## config.mk

```make
export PLATFORM = sky130hd
export DESIGN_NAME = alu_exec
export DESIGN_NICKNAME = d
export VERILOG_FILES = /design/src/rtl/alu_exec.sv
export SDC_FILE = /design/constraint.sdc
export NUM_CORES = 1
export LEC_CHECK = 0
export CORE_UTILIZATION = 55
export CTS_CLUSTER_DIAMETER = 150
export DETAILED_ROUTE_END_ITERATION = 10
export PLACE_DENSITY_LB_ADDON = 0.08
export REMOVE_ABC_BUFFERS = 1
export SYNTH_ARGS = -nofsm -noshare
export SYNTH_HDL_FRONTEND = slang
export SYNTH_SLANG_ARGS = --single-unit
```

## constraint.sdc

```tcl
create_clock -name clk -period 5.9 [get_ports clk]
set_input_delay 0.59 -clock clk [delete_from_list [all_inputs] [get_ports clk]]
set_output_delay 0.59 -clock clk [all_outputs]
set_load 0.03 [all_outputs]
```

## src/rtl/alu_exec.sv

```systemverilog
// Execution-stage ALU: single-cycle logic/shift/rotate/add/sub/compare, plus
// iterative WIDTH-cycle shift-add multiply and restoring divide behind a start/busy/done handshake.
module alu_exec #(
  parameter int WIDTH = 16,
  parameter int SHW   = 4
) (
  input  logic             clk,
  input  logic             rst,
  input  logic             start,
  input  logic [3:0]       alu_ctrl,
  input  logic [WIDTH-1:0] op_a,
  input  logic [WIDTH-1:0] op_b,
  output logic             busy,
  output logic             done,
  output logic [WIDTH-1:0] result,
  output logic [WIDTH-1:0] result_hi,
  output logic             zero,
  output logic             lt,
  output logic             gt,
  output logic             div_zero,
  output logic             illegal
);

  localparam logic [3:0] OP_ADD = 4'b1111, OP_SUB = 4'b1110, OP_AND = 4'b1101,
                         OP_OR  = 4'b1100, OP_SLL = 4'b1010, OP_SLR = 4'b1011,
                         OP_ROL = 4'b1000, OP_ROR = 4'b1001, OP_LSW = 4'b0011,
                         OP_CMP = 4'b0100, OP_MUL = 4'b0001, OP_DIV = 4'b0010;

  typedef enum logic [1:0] {S_IDLE, S_MUL, S_DIV} state_e;

  state_e           r_state, w_state_nxt;
  logic [SHW-1:0]   r_cnt;
  logic [WIDTH-1:0] r_wa, r_wb, r_dv;  // hi/rem, lo/quotient, multiplicand/divisor
  logic [WIDTH-1:0] r_result, r_result_hi;
  logic             r_done, r_zero, r_lt, r_gt, r_div_zero, r_illegal;

  logic [SHW-1:0]   w_sh;
  logic [SHW:0]     w_sh_inv;
  logic [WIDTH-1:0] w_res, w_hi;
  logic             w_lt, w_gt, w_dz, w_ill, w_iterate, w_last;
  logic [WIDTH:0]   w_sum, w_rsh;
  logic [WIDTH-1:0] w_mul_hi, w_mul_lo, w_rdiff, w_div_rem, w_div_quo;
  logic             w_ge;

  assign w_sh      = op_b[SHW-1:0];
  assign w_sh_inv  = (SHW+1)'(WIDTH) - {1'b0, w_sh};
  assign w_iterate = (alu_ctrl == OP_MUL) || ((alu_ctrl == OP_DIV) && (op_b != '0));
  assign w_last    = (r_cnt == SHW'(WIDTH-1));

  // NOTE: every always_comb output gets a default first so no path infers a latch.
  always_comb begin
    w_res = '0;
    w_hi  = '0;
    w_lt  = 1'b0;
    w_gt  = 1'b0;
    w_dz  = 1'b0;
    w_ill = 1'b0;
    case (alu_ctrl)
      OP_ADD, OP_LSW: w_res = op_a + op_b;
      OP_SUB:         w_res = op_a - op_b;
      OP_AND:         w_res = op_a & op_b;
      OP_OR:          w_res = op_a | op_b;
      OP_SLL:         w_res = op_a << w_sh;
      OP_SLR:         w_res = op_a >> w_sh;
      // a shift by w_sh_inv == WIDTH yields 0, so rotate-by-0 returns op_a
      OP_ROL:         w_res = (op_a << w_sh) | (op_a >> w_sh_inv);
      OP_ROR:         w_res = (op_a >> w_sh) | (op_a << w_sh_inv);
      OP_CMP: begin
        w_res = op_a - op_b;
        w_lt  = $signed(op_a) < $signed(op_b);
        w_gt  = $signed(op_a) > $signed(op_b);
      end
      OP_DIV: begin  // only reaches the outputs when op_b == 0
        w_res = '1;
        w_hi  = op_a;
        w_dz  = 1'b1;
      end
      OP_MUL:         w_res = '0;
      default:        w_ill = 1'b1;
    endcase
  end

  // One shift-add step: conditionally add multiplicand to hi, then shift {carry,hi,lo} right.
  assign w_sum    = {1'b0, r_wa} + (r_wb[0] ? {1'b0, r_dv} : '0);
  assign w_mul_hi = w_sum[WIDTH:1];
  assign w_mul_lo = {w_sum[0], r_wb[WIDTH-1:1]};

  // One restoring-divide step; the difference always fits WIDTH bits when it is kept.
  assign w_rsh     = {r_wa, r_wb[WIDTH-1]};
  assign w_ge      = (w_rsh >= {1'b0, r_dv});
  assign w_rdiff   = w_rsh[WIDTH-1:0] - r_dv;
  assign w_div_rem = w_ge ? w_rdiff : w_rsh[WIDTH-1:0];
  assign w_div_quo = {r_wb[WIDTH-2:0], w_ge};

  always_comb begin
    w_state_nxt = r_state;
    case (r_state)
      S_IDLE: if (start && w_iterate) w_state_nxt = (alu_ctrl == OP_MUL) ? S_MUL : S_DIV;
      S_MUL, S_DIV: if (w_last) w_state_nxt = S_IDLE;
      default: w_state_nxt = S_IDLE;
    endcase
  end

  // NOTE: sequential state uses non-blocking assignments only, so every register samples pre-edge values.
  always_ff @(posedge clk or negedge rst) begin
    if (!rst) r_state <= S_IDLE;
    else      r_state <= w_state_nxt;
  end

  always_ff @(posedge clk or negedge rst) begin
    if (!rst) begin
      r_cnt       <= '0;
      r_wa        <= '0;
      r_wb        <= '0;
      r_dv        <= '0;
      r_result    <= '0;
      r_result_hi <= '0;
      r_done      <= 1'b0;
      r_zero      <= 1'b0;
      r_lt        <= 1'b0;
      r_gt        <= 1'b0;
      r_div_zero  <= 1'b0;
      r_illegal   <= 1'b0;
    end else begin
      r_done <= 1'b0;
      case (r_state)
        S_IDLE: if (start) begin
          r_cnt <= '0;
          if (w_iterate) begin
            r_wa <= '0;
            r_wb <= (alu_ctrl == OP_MUL) ? op_b : op_a;
            r_dv <= (alu_ctrl == OP_MUL) ? op_a : op_b;
          end else begin
            r_result    <= w_res;
            r_result_hi <= w_hi;
            r_zero      <= (w_res == '0);
            r_lt        <= w_lt;
            r_gt        <= w_gt;
            r_div_zero  <= w_dz;
            r_illegal   <= w_ill;
            r_done      <= 1'b1;
          end
        end
        S_MUL, S_DIV: begin
          r_cnt <= r_cnt + SHW'(1);
          r_wa  <= (r_state == S_MUL) ? w_mul_hi : w_div_rem;
          r_wb  <= (r_state == S_MUL) ? w_mul_lo : w_div_quo;
          if (w_last) begin
            r_result    <= (r_state == S_MUL) ? w_mul_lo : w_div_quo;
            r_result_hi <= (r_state == S_MUL) ? w_mul_hi : w_div_rem;
            r_zero      <= (((r_state == S_MUL) ? w_mul_lo : w_div_quo) == '0);
            r_lt        <= 1'b0;
            r_gt        <= 1'b0;
            r_div_zero  <= 1'b0;
            r_illegal   <= 1'b0;
            r_done      <= 1'b1;
          end
        end
        default: r_cnt <= '0;
      endcase
    end
  end

  assign busy      = (r_state != S_IDLE);
  assign done      = r_done;
  assign result    = r_result;
  assign result_hi = r_result_hi;
  assign zero      = r_zero;
  assign lt        = r_lt;
  assign gt        = r_gt;
  assign div_zero  = r_div_zero;
  assign illegal   = r_illegal;

endmodule

```

== Word level (Yosys, flattened, before mapping) ==
Index checks and enable logic that the tools add are counted.

* Bits of input ports: 39
* Logic and storage cells: 120
* Register bits: 92
* Output and inout bits: 39

* Mux-type cells: 53
* $add $sub $neg: 6
* Shift-type cells: 4
* $lt $le $gt $ge: 3
* Eq/ne operators: 20
* Reduce and logical (&&, ||, !) cells: 17
* Bitwise operators: 4

{| class="wikitable"
|+ Operators by type and width
! cell !! count
|-
| 16-bit two-way mux || 17
|-
| 16-bit one-hot mux with 9 select lines || 1
|-
| 16-bit one-hot mux with 2 select lines || 4
|-
| 16-bit bitwise OR || 3
|-
| 4-bit == test (second input constant) || 9
|-
| 16-bit logical NOT || 2
|-
| 16-bit subtractor || 2
|-
| 1-bit two-way mux || 19
|-
| 16-bit by 16-bit adder with 17-bit output || 1
|-
| 17-bit by 16-bit greater-or-equal comparator with 1-bit output || 1
|-
| 16-bit adder || 1
|-
| 16-bit AND || 1
|-
| 16-bit > comparator || 1
|-
| 16-bit less-than comparator || 1
|-
| 16-bit nonzero test || 1
|-
| 16-bit by 4-bit << shifter with 16-bit output || 1
|-
| 16-bit by 5-bit << shifter with 16-bit output || 1
|-
| 16-bit by 4-bit >> shifter with 16-bit output || 1
|-
| 16-bit by 5-bit >> shifter with 16-bit output || 1
|-
| 1-bit one-hot mux with 2 select lines || 6
|-
| 12-bit OR reduction || 1
|-
| 2-bit inequality test (second input constant) || 5
|-
| 4-bit by 2-bit == test with 1-bit output (second input constant) || 2
|-
| 4-bit one-hot mux with 2 select lines || 1
|-
| 17 further kinds || 24
|}

== Logic depth before layout (Yosys ltp) ==
* Depth after elaboration: 8
* Gate-level depth with buffers: 17
* Gate-level depth less buffers: 13

== Worst setup path before layout ==
OpenSTA, ideal clock, no wires.

* Path kind: input -> register
* From: input port op_b[1]
* To: register r_zero, in the netlist zero
* Setup time: 80 ps
* Cell stages on the path: 16
* Arrival time: 4088 ps
* Data required time: 5820 ps
* Path buffers: 5
* Path slack: 1732 ps
* Cells stage by stage: buf_2 inv_1 buf_2 buf_2 ha_1 buf_2 xor2_1 buf_2 mux2i_1 nor3_1 o31ai_1 nand4_1 or4_1 nor4_1 nand4_1 o211ai_2

* Cells in the longest elaborated chain, start to end: 8

{| class="wikitable"
|+ RTL lines
! what !! line !! text
|-
| from (decl) || 12 || <nowiki>input logic [WIDTH-1:0] op_b,</nowiki>
|-
| 5-bit by 4-bit subtractor with 5-bit output || 46 || <nowiki>assign w_sh_inv = (SHW+1)'(WIDTH) - {1'b0, w_sh};</nowiki>
|-
| 16-bit by 5-bit << shifter with 16-bit output or 16-bit by 5-bit >> shifter with 16-bit output (tied branches) || 67, 66 ||
|-
| 16-bit bitwise OR, on equally long branches || 67, 66 ||
|-
| 16-bit one-hot mux with 9 select lines || 58 || <nowiki>case (alu_ctrl)</nowiki>
|-
| 16-bit logical NOT || 136 || <nowiki>r_zero <= (w_res == '0);</nowiki>
|-
| 1-bit two-way mux || 129 || <nowiki>if (w_iterate) begin</nowiki>
|-
| 1-bit two-way mux || 127 || <nowiki>S_IDLE: if (start) begin</nowiki>
|-
| 1-bit one-hot mux with 2 select lines || 126 || <nowiki>case (r_state)</nowiki>
|-
| to (signal assigned) || 136 ||
|-
| to (signal assigned) || 151 || <nowiki>r_zero <= (((r_state == S_MUL) ? w_mul_lo : w_div_quo) == '0);</nowiki>
|-
| to (decl) || 35 || <nowiki>logic r_done, r_zero, r_lt, r_gt, r_div_zero, r_illegal;</nowiki>
|}

Parallel ways exist; a longest one is shown, timed or not. The select of a mux whose other input is x is not followed.
A chain may end at the register's enable or synchronous reset.

== Worst setup path in the final report ==
Same ends and word-level chain as after synthesis.

==> summary.md <==
| Metric | Value |
|---|---|
| Status | `finished with violations` |
| Failing checks | `DRC` |
| H-tree depth | `3` |
| Die H | `147.9 µm` |
| Unrepaired setup endpoints after global routing | `no` |
| Max cap viols | `0` |
| Ys Warns | `0` |
| Gate Count Post-Synth | `roughly 1500` |
| Initial Utilization | `between 50% and 60%` |
| Routed wire length | `50740 µm` |
| Crit-path cells | `clkdlybuf4s50_1 > inv_1 > ha_2 > xor2_2 > buf_4 > mux4_2 > nor3_1 > a2111oi_0 > buf_4 > o211ai_1 > or3_1 > o211ai_2` |
| Gpl congestion | `roughly 1.1` |
| Vias | `13135` |
| Critical-path maximum fanout | `16` |
| CTS Buf Count | `9` |
| Async set-or-reset flop fraction in the synthesized netlist | `100.0%` |
| Max Buffers Root-to-Sink | `2` |
| Unique masters post-synth | `between 80 and 90` |
| Number of synthesized register bits | `just over 90` |
| Number of flops mapped to enable cells by yosys | `0` |
| FF-to-FF Start | `r_dv[1]` |
| Core area | `20960 µm²` |
| DIE WIDTH | `around 150 µm` |
| Critical Path AT | `approximately 5.1 ns` |
| Post-CTS Setup Bufs | `0` |
| Area grow syn2layout | `11.45%` |
| Period utilization | `about four fifths` |
| DP HPWL | `~37000 µm` |
| Inserted Diodes | `0` |
| Fin crit period | `~4.8 ns` |
| Slew HR | `8.704%` |
| Kind of critical path | `in -> reg` |
| Max Clk Rate | `between 200 and 250 MHz` |
| GRT overflow | `0` |
| TritonCTS clock tree | `yes` |
| Share of cells above drive strength 1 | `11.69%` |
| Crit. End Element | `flop` |
| HP Class | `in -> async` |
| Final setup skew | `between 0.015 and 0.02 ns` |
| I/O pin cnt | `78` |
| Setup TNS | `0 ns` |
| Iter 0 DRT Violations | `between 2000 and 2500` |
| Post-detailed-route wirelength per cell | `around 28 µm` |
| Final setup fails | `0` |
| Commonest non-fill, non-tap cells in the layout | `nor2_1 (156), nand2_1 (127), o21ai_0 (126), a21oi_1 (110), dfrtp_1 (92)` |
| Vias in the first global route | `between 10000 and 15000` |
| Commonest non-fill, non-tap cell in the layout | `nor2_1` |
| Row count | `53` |
| Skew-Pair Late Insertion Delay | `about 0.37 ns` |
| Worst-margin pin slew | `1.335 ns` |
| Worst vdd ir | `roughly 0.49 mV` |
| Clk pin slew, worst setup/hold paths | `about 0.08 ns` |
| Initial antenna violation count | `1` |
| First-pass GRT wire length | `75130 µm` |
| Final Hold Violating Endpoints | `0` |
| Pwr per Cell Area | `about 400 nW/µm²` |
| Mapped cell area | `11700 µm²` |
| Slowest CP cell | `a2111oi_0` |
| Vias/cell | `about 7.3` |
| Post-CTS Hold Buffers | `0` |
| Slew Viols, Final | `0` |
| Leak | `0.005624 µW` |
| Critical Path Start | `op_b[1]` |
| WP data required | `between 6 and 7 ns` |
| Pre-Repair DR Iteration Count | `11` |
| ANT nets after route | `0` |
| Layout fillers | `approximately 1900` |
| Layout Nets | `roughly 1600` |
| Post-CTS sizing | `0` |
| Clock Root Buffer | `clkbuf_16` |
| Main flop type after synthesis | `dfrtp_1` |
| GR Util All Layers | `between 40% and 50%` |
| Post-route DRC violation count | `1` |
| Most used cell, CP | `buf_4` |
| Port Buffers | `77` |
| Pin count of the biggest net entering global routing | `74` |
| Syn_area_per_cell | `between 7 and 8 µm²` |
| DIE AREA | `around 22000 µm²` |
| Clk sinks | `92` |
| Setup WS pre-CTS | `1.167 ns` |
| Register area share after synthesis | `roughly a fifth` |
| Setup WS post-layout | `approximately 1.1 ns` |
| Type of origin of the critical path | `input port` |
| Largest stage delay on the critical path | `approximately 1.1 ns` |
[state kept, by name (all words and copies together) (netlist names), 2 cells and up]
| signal | count |
|---|---|
| result_hi | 16 |
| result | 16 |
| r_state | 2 |
| r_wa | 16 |
| r_wb | 16 |
| r_dv | 16 |
| r_cnt | 4 |
[where the power goes]
group | internal (µW) | total (µW) | switching [µW]
clock | 296 | 595 | 299
sequential | 886 | 1130 | 248
combinational | 1270 | 3490 | 2220
[kinds of logic after synthesis]
family / count (synthesis) / share of synthesized area [%]
adders and majority gates: 90 / 9.877
buffers and inverters: 189 / 6.585
and+or+nand+nor: 485 / 19.72
xor gates and xnor gates: 30 / 2.245
AOI/OAI and AO/OA: 486 / 27.53
DFF: 92 / 19.67
muxes: 120 / 14.38
[worst paths after layout]
path	to	slack, ns	depth (start not counted)
max	zero	1.12	12
min	result[3]	0.10	1
max reg2reg	r_wa[1]	1.80	11
min reg2reg	result[1]	0.48	2
max in group asynchronous	r_wa[12]	4.54	2
min in group clk	result[1]	0.48	2
[worst max-delay path: cells and delay by family]
| family | cells | cell delay, ns |
|---|---|---|
| buffers and inverters | 4 | 1.09 |
| AOI/OAI and AO/OA | 3 | 1.39 |
| xor gates and xnor gates | 1 | 0.83 |
| adders and majority gates | 1 | 0.31 |
| muxes | 1 | 0.30 |
| and+or+nand+nor | 2 | 0.53 |
[layout make-up]
cell class                 instances  area (µm²)  share of cell area, %
sequential                        92        2302                  17.65
timing repair buffer             127        1139                  8.728
multi-input combinational       1211        8681                  66.55
inverter                          77       289.0                  2.216
tap                              275       344.1                  2.638
clock buffer                       9       225.2                  1.726
clock inverter                     7       65.06                 0.4988
[synthesized netlist by cell type, types with 19 or more instances]
cell | instances | area (µm²)
nor4_1 | 19 | 118.9
nor3_1 | 31 | 155.2
nor2_1 | 157 | 589.3
nand2_1 | 127 | 476.7
mux4_2 | 34 | 765.7
a21o_1 | 21 | 157.7
and2_1 | 19 | 118.9
o21ai_0 | 126 | 630.6
dfrtp_1 | 92 | 2302
buf_2 | 21 | 105.1
inv_1 | 74 | 277.8
ha_1 | 86 | 1076
mux2_2 | 33 | 371.6
clkbuf_1 | 75 | 281.5
mux2i_1 | 50 | 500.5
a211oi_1 | 24 | 180.2
a21oi_1 | 110 | 550.5
nand3_1 | 36 | 180.2
[per-layer routing]
layer / wire [µm] / track usage (%) / vias to the layer above
li1: - / - / 5578
met1: 19510 / 62.44 / 6261
met2: 20920 / 66.32 / 1060
met3: 7157 / 13.58 / 236
met4: 3153 / 24.18 / 0
met5: 0 / 0 / -
[through the flow]
step                total power (µW)  hold slack [ns]  area, µm²  util (%)  std cells
floorplan                       3285           0.2944      11220         -       1380
global placement                4396           0.4606      12750     60.87       1782
detailed placement              4491           0.4699      12750     60.87       1782
CTS                             5097           0.1059      13050     62.25       1798
global route                    5501           0.1235      13050     62.25       1798
finish                          5220           0.1042      13050     62.25       1798
No activity file was read; power rests on OpenSTA's default activity.
==> patch 1: new RTL, same flow settings <==
Make the reset (`rst`) synchronous in 2 clocked blocks.
--- a/src/rtl/alu_exec.sv
+++ b/src/rtl/alu_exec.sv
@@ -102,12 +102,12 @@
   end
 
   // NOTE: sequential state uses non-blocking assignments only, so every register samples pre-edge values.
-  always_ff @(posedge clk or negedge rst) begin
+  always_ff @(posedge clk) begin
     if (!rst) r_state <= S_IDLE;
     else      r_state <= w_state_nxt;
   end
 
-  always_ff @(posedge clk or negedge rst) begin
+  always_ff @(posedge clk) begin
     if (!rst) begin
       r_cnt       <= '0;
       r_wa        <= '0;
Function: differs if rst is asserted again (counterexample within 4 cycles, from zero or initial values and one cycle with rst low); with rst held inactive, the same outputs for 10 cycles.
==> patch 1 against the original RTL <==
  * Sequential share of layout area fell by 3.0 points
  * Sequential cell count unchanged
  * Clock skew about the same
  * Synthesized area shrank 3.9%
  * Wire length is 8.0% lower
  * Cell count grew 1.3%
  * Fmax is 4.1% higher
  * Register-to-register slack improved by 260 ps
  * Cell area down 3.7%
  * Setup slack improved by 190 ps
  * Critical path type unchanged
  * Critical endpoint is now zero
Power is not compared: it rests on default switching activity, and its combinational part moved more than twofold at a synthesized area within 25%.
==> patch 1: results (changes against the original RTL) <==
stage,metric,value,unit,change
final_layout,Final nets,1680,,was 1647
grt,gr usage total,43.7,%,was 46.2%
placed_design,area post-placement,12200,sq um,was 12800 sq um
logic_synthesis,"Seq/Total Area, Yosys",16.4,%,was 19.7%
route,met2 routed WL,20200,um,was 20900 um
route,via count,12900,,was 13100
route,1st-iter DRT viols,1733,,was 2047
worst_setup_path,Reg2Reg Depth,10,,was 11
final_layout,layout cell share with drive strength beyond 1,8.93,%,was 11.7%
floorplanning,Tap Cells,265,,was 275
placed_design,dpl hpwl,34600,um,was 37500 um
final_layout,#MultiIn Comb,1242,,was 1211
route,met3 WL,5640,um,was 7160 um
route,Pre-antenna DRT Iters,6,,was 11
route,WL met1,17700,um,was 19500 um
final_layout,Clock buf/inv share,2.49,%,was 2.23%
final_layout,fill cell count,1756,,was 1857
final_layout,antenna diode count,1,,was 0
worst_setup_path,Critical Path Fanout Max,15,,was 16
final_layout,sequential cell area,1840,sq um,was 2300 sq um
worst_setup_path,R2R Path Start,r_state[1],,was r_dv[1]
logic_synthesis,XOR/XNOR share of the synthesized area,2.34,%,was 2.24%
final_layout,buffering overhead,9.00,%,was 8.73%
hold_path,Hold WC Path Type,flop to flop,,was input pin to async pin
worst_setup_path,worst reg-to-reg setup slack,2060,ps,was 1800 ps
logic_synthesis,top post-synthesis cells by area,"dfxtp_1 16%, ha_1 9.6%, a21oi_1 6.4%, mux4_2 5.4%, o21ai_0 5.3%",,"was dfrtp_1 20%, ha_1 9.2%, mux4_2 6.5%, o21ai_0 5.4%, nor2_1 5.0%"
logic_synthesis,distinct cell type count of the synthesized netlist,81,,was 86
sta,clock skew,19.8,ps,was 19.4 ps
final_layout,fin util,63.5,%,was 62.3%
grt,met2 usage,67.2,%,was 66.3%
outcome,outcome,"finished, final reports clean",,was finished with violations
logic_synthesis,asr flop ratio synth,0,%,was 100%
final_layout,"Inverters, non-clock",82,,was 77
worst_setup_path,worst reg2reg endpoint,zero,,was r_wa[1]
patch 1: changes by cell type after synthesis, sizes merged, moves of 11 or more:
cell / unedited run / this run
nand3: 36 / 61
o211ai: 19 / 65
a21oi: 111 / 143
nor2: 157 / 125
dfrtp: 92 / 0
nand2: 127 / 158
a22oi: 17 / 6
clkbuf: 75 / 98
dfxtp: 0 / 92
patch 1: critical path, cell delays in order:
cell and delay, ps:
clkdlybuf4s50_1 950, inv_1 180, ha_1 440, nor4_1 530, a21oi_1 170, o21ai_0 110
a21oi_1 120, a221oi_1 470, o221ai_1 200, or4_1 560, nor4_1 360, a31o_1 190
patch 1: worst max-delay path by stage:
stage / to / depth (start not counted) / startpoint
6_report: zero / 12 / op_a[2]
3_5_place_dp: zero / 13 / op_b[1]
3_3_place_gp: zero / 13 / op_b[1]
2_1_floorplan: r_wa[12] / 7 / alu_ctrl[0]
4_1_cts: zero / 13 / op_b[1]
5_1_grt: zero / 13 / op_b[1]
==> patch 2: new RTL, config.mk and constraints unchanged <==
Without the edit above. The parameter `SHW` goes from 4 to 8.
--- a/src/rtl/alu_exec.sv
+++ b/src/rtl/alu_exec.sv
@@ -2,7 +2,7 @@
 // iterative WIDTH-cycle shift-add multiply and restoring divide behind a start/busy/done handshake.
 module alu_exec #(
   parameter int WIDTH = 16,
-  parameter int SHW   = 4
+  parameter int SHW   = 8
 ) (
   input  logic             clk,
   input  logic             rst,
Behaviour: not the same (Yosys sat finds a counterexample within 4 cycles, from zero or initial values and one cycle with rst low).
==> patch 2 against the original RTL <==
  * Register-to-register slack gained 40 ps
  * Setup slack gained 36 ps
  * Clock power grew 2%
  * Critical endpoint is now result[1]
  * Sequential cell count grew 4
  * Count of clock-buffer cells in the layout is the same
  * Wire length grew 0.54%
  * Synthesized area grew 3.4%
  * Highest routed layer is now met5
  * Sequential share of layout area grew 0.30 points
  * Largest power group unchanged
  * Via count grew 3.5%
  * Largest cell class unchanged
  * Cell area grew 2.6%
  * Total power grew 7.6%
  * Cell count grew 4.8%
==> patch 2: results (changes against the original RTL) <==
stage,metric,value,unit,change
power_and_ir_drop,P_sw,2980,uW,was 2760 uW
final_layout,#MultiIn Comb,1298,,was 1211
final_layout,Final nets,1733,,was 1647
final_layout,Non-Clock Buffer Count,119,,was 127
route,met3 WL,5900,um,was 7160 um
route,met2 routed WL,22500,um,was 20900 um
logic_synthesis,Post-Synthesis Cells,1595,,was 1492
final_layout,fraction of area in multi-input gates,66.7,%,was 66.5%
logic_synthesis,"Seq/Total Area, Yosys",19.9,%,was 19.7%
sta,clock skew,10.3,ps,was 19.4 ps
placed_design,dpl hpwl,38700,um,was 37500 um
outcome,outcome,"finished, final reports clean",,was finished with violations
placed_design,RD Place Congestion,1.09,,was 1.08
route,Pre-antenna DRT Iters,8,,was 11
logic_synthesis,distinct cell type count of the synthesized netlist,90,,was 86
route,Routed WL,51000,um,was 50700 um
final_layout,flip-flop and latch count,96,,was 92
final_layout,layout cell share with drive strength beyond 1,8.45,%,was 11.7%
grt,met2 usage,70.6,%,was 66.3%
sta,Worst Max-Slew Pin Slew,1270,ps,was 1330 ps
route,Top Layer Used,met5,,was met4
route,post-route DRC violation count,0,,was 1
power_and_ir_drop,Max IR drop VDD,502,uV,was 490 uV
route,WL met1,19000,um,was 19500 um
worst_setup_path,crit path DAT,4930,ps,was 5050 ps
grt,largest net degree at the start of global routing,76,,was 74
final_layout,final cell count without fillers,1885,,was 1798
final_layout,sequential cell area,2400,sq um,was 2300 sq um
grt,gr usage total,45.9,%,was 46.2%
grt,first-pass GRT wire length,76800,um,was 75100 um
logic_synthesis,ys flop type,dfrtp_1,,unchanged
logic_synthesis,"top cells by count, synth","168 x nand2_1, 150 x o21ai_0, 144 x nor2_1",,"was 157 x nor2_1, 127 x nand2_1, 126 x o21ai_0"
grt,GRT met3 Usage,8.12,%,was 13.6%
worst_setup_path,Reg2Reg Depth,14,,was 11
worst_setup_path,worst reg2reg endpoint,result_hi[13],,was r_wa[1]
worst_setup_path,Critical Path Fanout Max,10,,was 16
final_layout,fill cell count,1880,,was 1857
sta,WHS,111,ps,was 104 ps
worst_setup_path,worst reg-to-reg setup slack,1840,ps,was 1800 ps
power_and_ir_drop,Pleak,0.00564,uW,was 0.00562 uW
final_layout,Area Overhead vs Synth,10.6,%,was 11.4%
clock_network,Clock Latency Late Sink,350,ps,was 370 ps
grt,grt met1 use,59.2,%,was 62.4%
final_layout,Clock buf/inv share,2.31,%,was 2.23%
-- patch 2: cell types whose count changed after synthesis, moves of 9 or more --
cell      delta
a221oi_1    -11
nor3_1      +10
nor2_1      -13
nand2_1     +41
o21ai_0     +24
clkbuf_1    +15
o21ai_1      +9
mux2_2      -16
a21oi_1     +13
-- patch 2: worst max path at each step --
stage / cells past startpoint / slack [ps] / to / startpoint
3_5_place_dp: 14 / 930 / zero / op_a[0]
3_3_place_gp: 14 / 900 / zero / op_a[0]
2_1_floorplan: 6 / 590 / r_wa[14] / op_b[6]
6_report: 11 / 1160 / result[1] / op_a[0]
4_1_cts: 14 / 1270 / zero / op_a[0]
5_1_grt: 11 / 1010 / result[1] / op_a[0]
-- patch 2: through the flow --
step / area, sq um / setup WS [ps]
floorplan: 11600 / 594
global placement: 13100 / 896
detailed placement: 13100 / 926
CTS: 13400 / 1270
global route: 13400 / 1010
finish: 13400 / 1160
-- patch 2: power by group through the flow --
stage	Combinational [uW]	Sequential, uW	Clock [uW]
CTS	3710	1190	611
floorplan	2320	1300	0
finish	3800	1200	609
global placement	3580	1190	0
global route	4140	1230	640
detailed placement	3680	1200	0
-- patch 2: worst max-delay path, stage by stage --
cell             delay (ps)
clkdlybuf4s50_1         800
inv_1                   280
ha_1                    330
fa_1                    510
and3b_1                 170
o211a_1                 200
a2111oi_0               570
o311ai_0                260
a21o_1                  250
o41ai_1                 790
o21ai_0                 170
-- patch 2: kinds of logic (layout without fill, tap and decap cells) --
logic type               count (synthesis)  after routing  synth area share, %
AND/OR/NAND/NOR                        553            553                 21.8
AO/OA/AOI/OAI                          521            521                 27.7
buffers and inverters                  201            216                 6.66
multiplexers                            99             99                 11.8
flip-flops                              96             96                 19.9
adder cells (fa/ha/maj)                 89             89                 9.45
XOR/XNOR                                36             36                 2.73
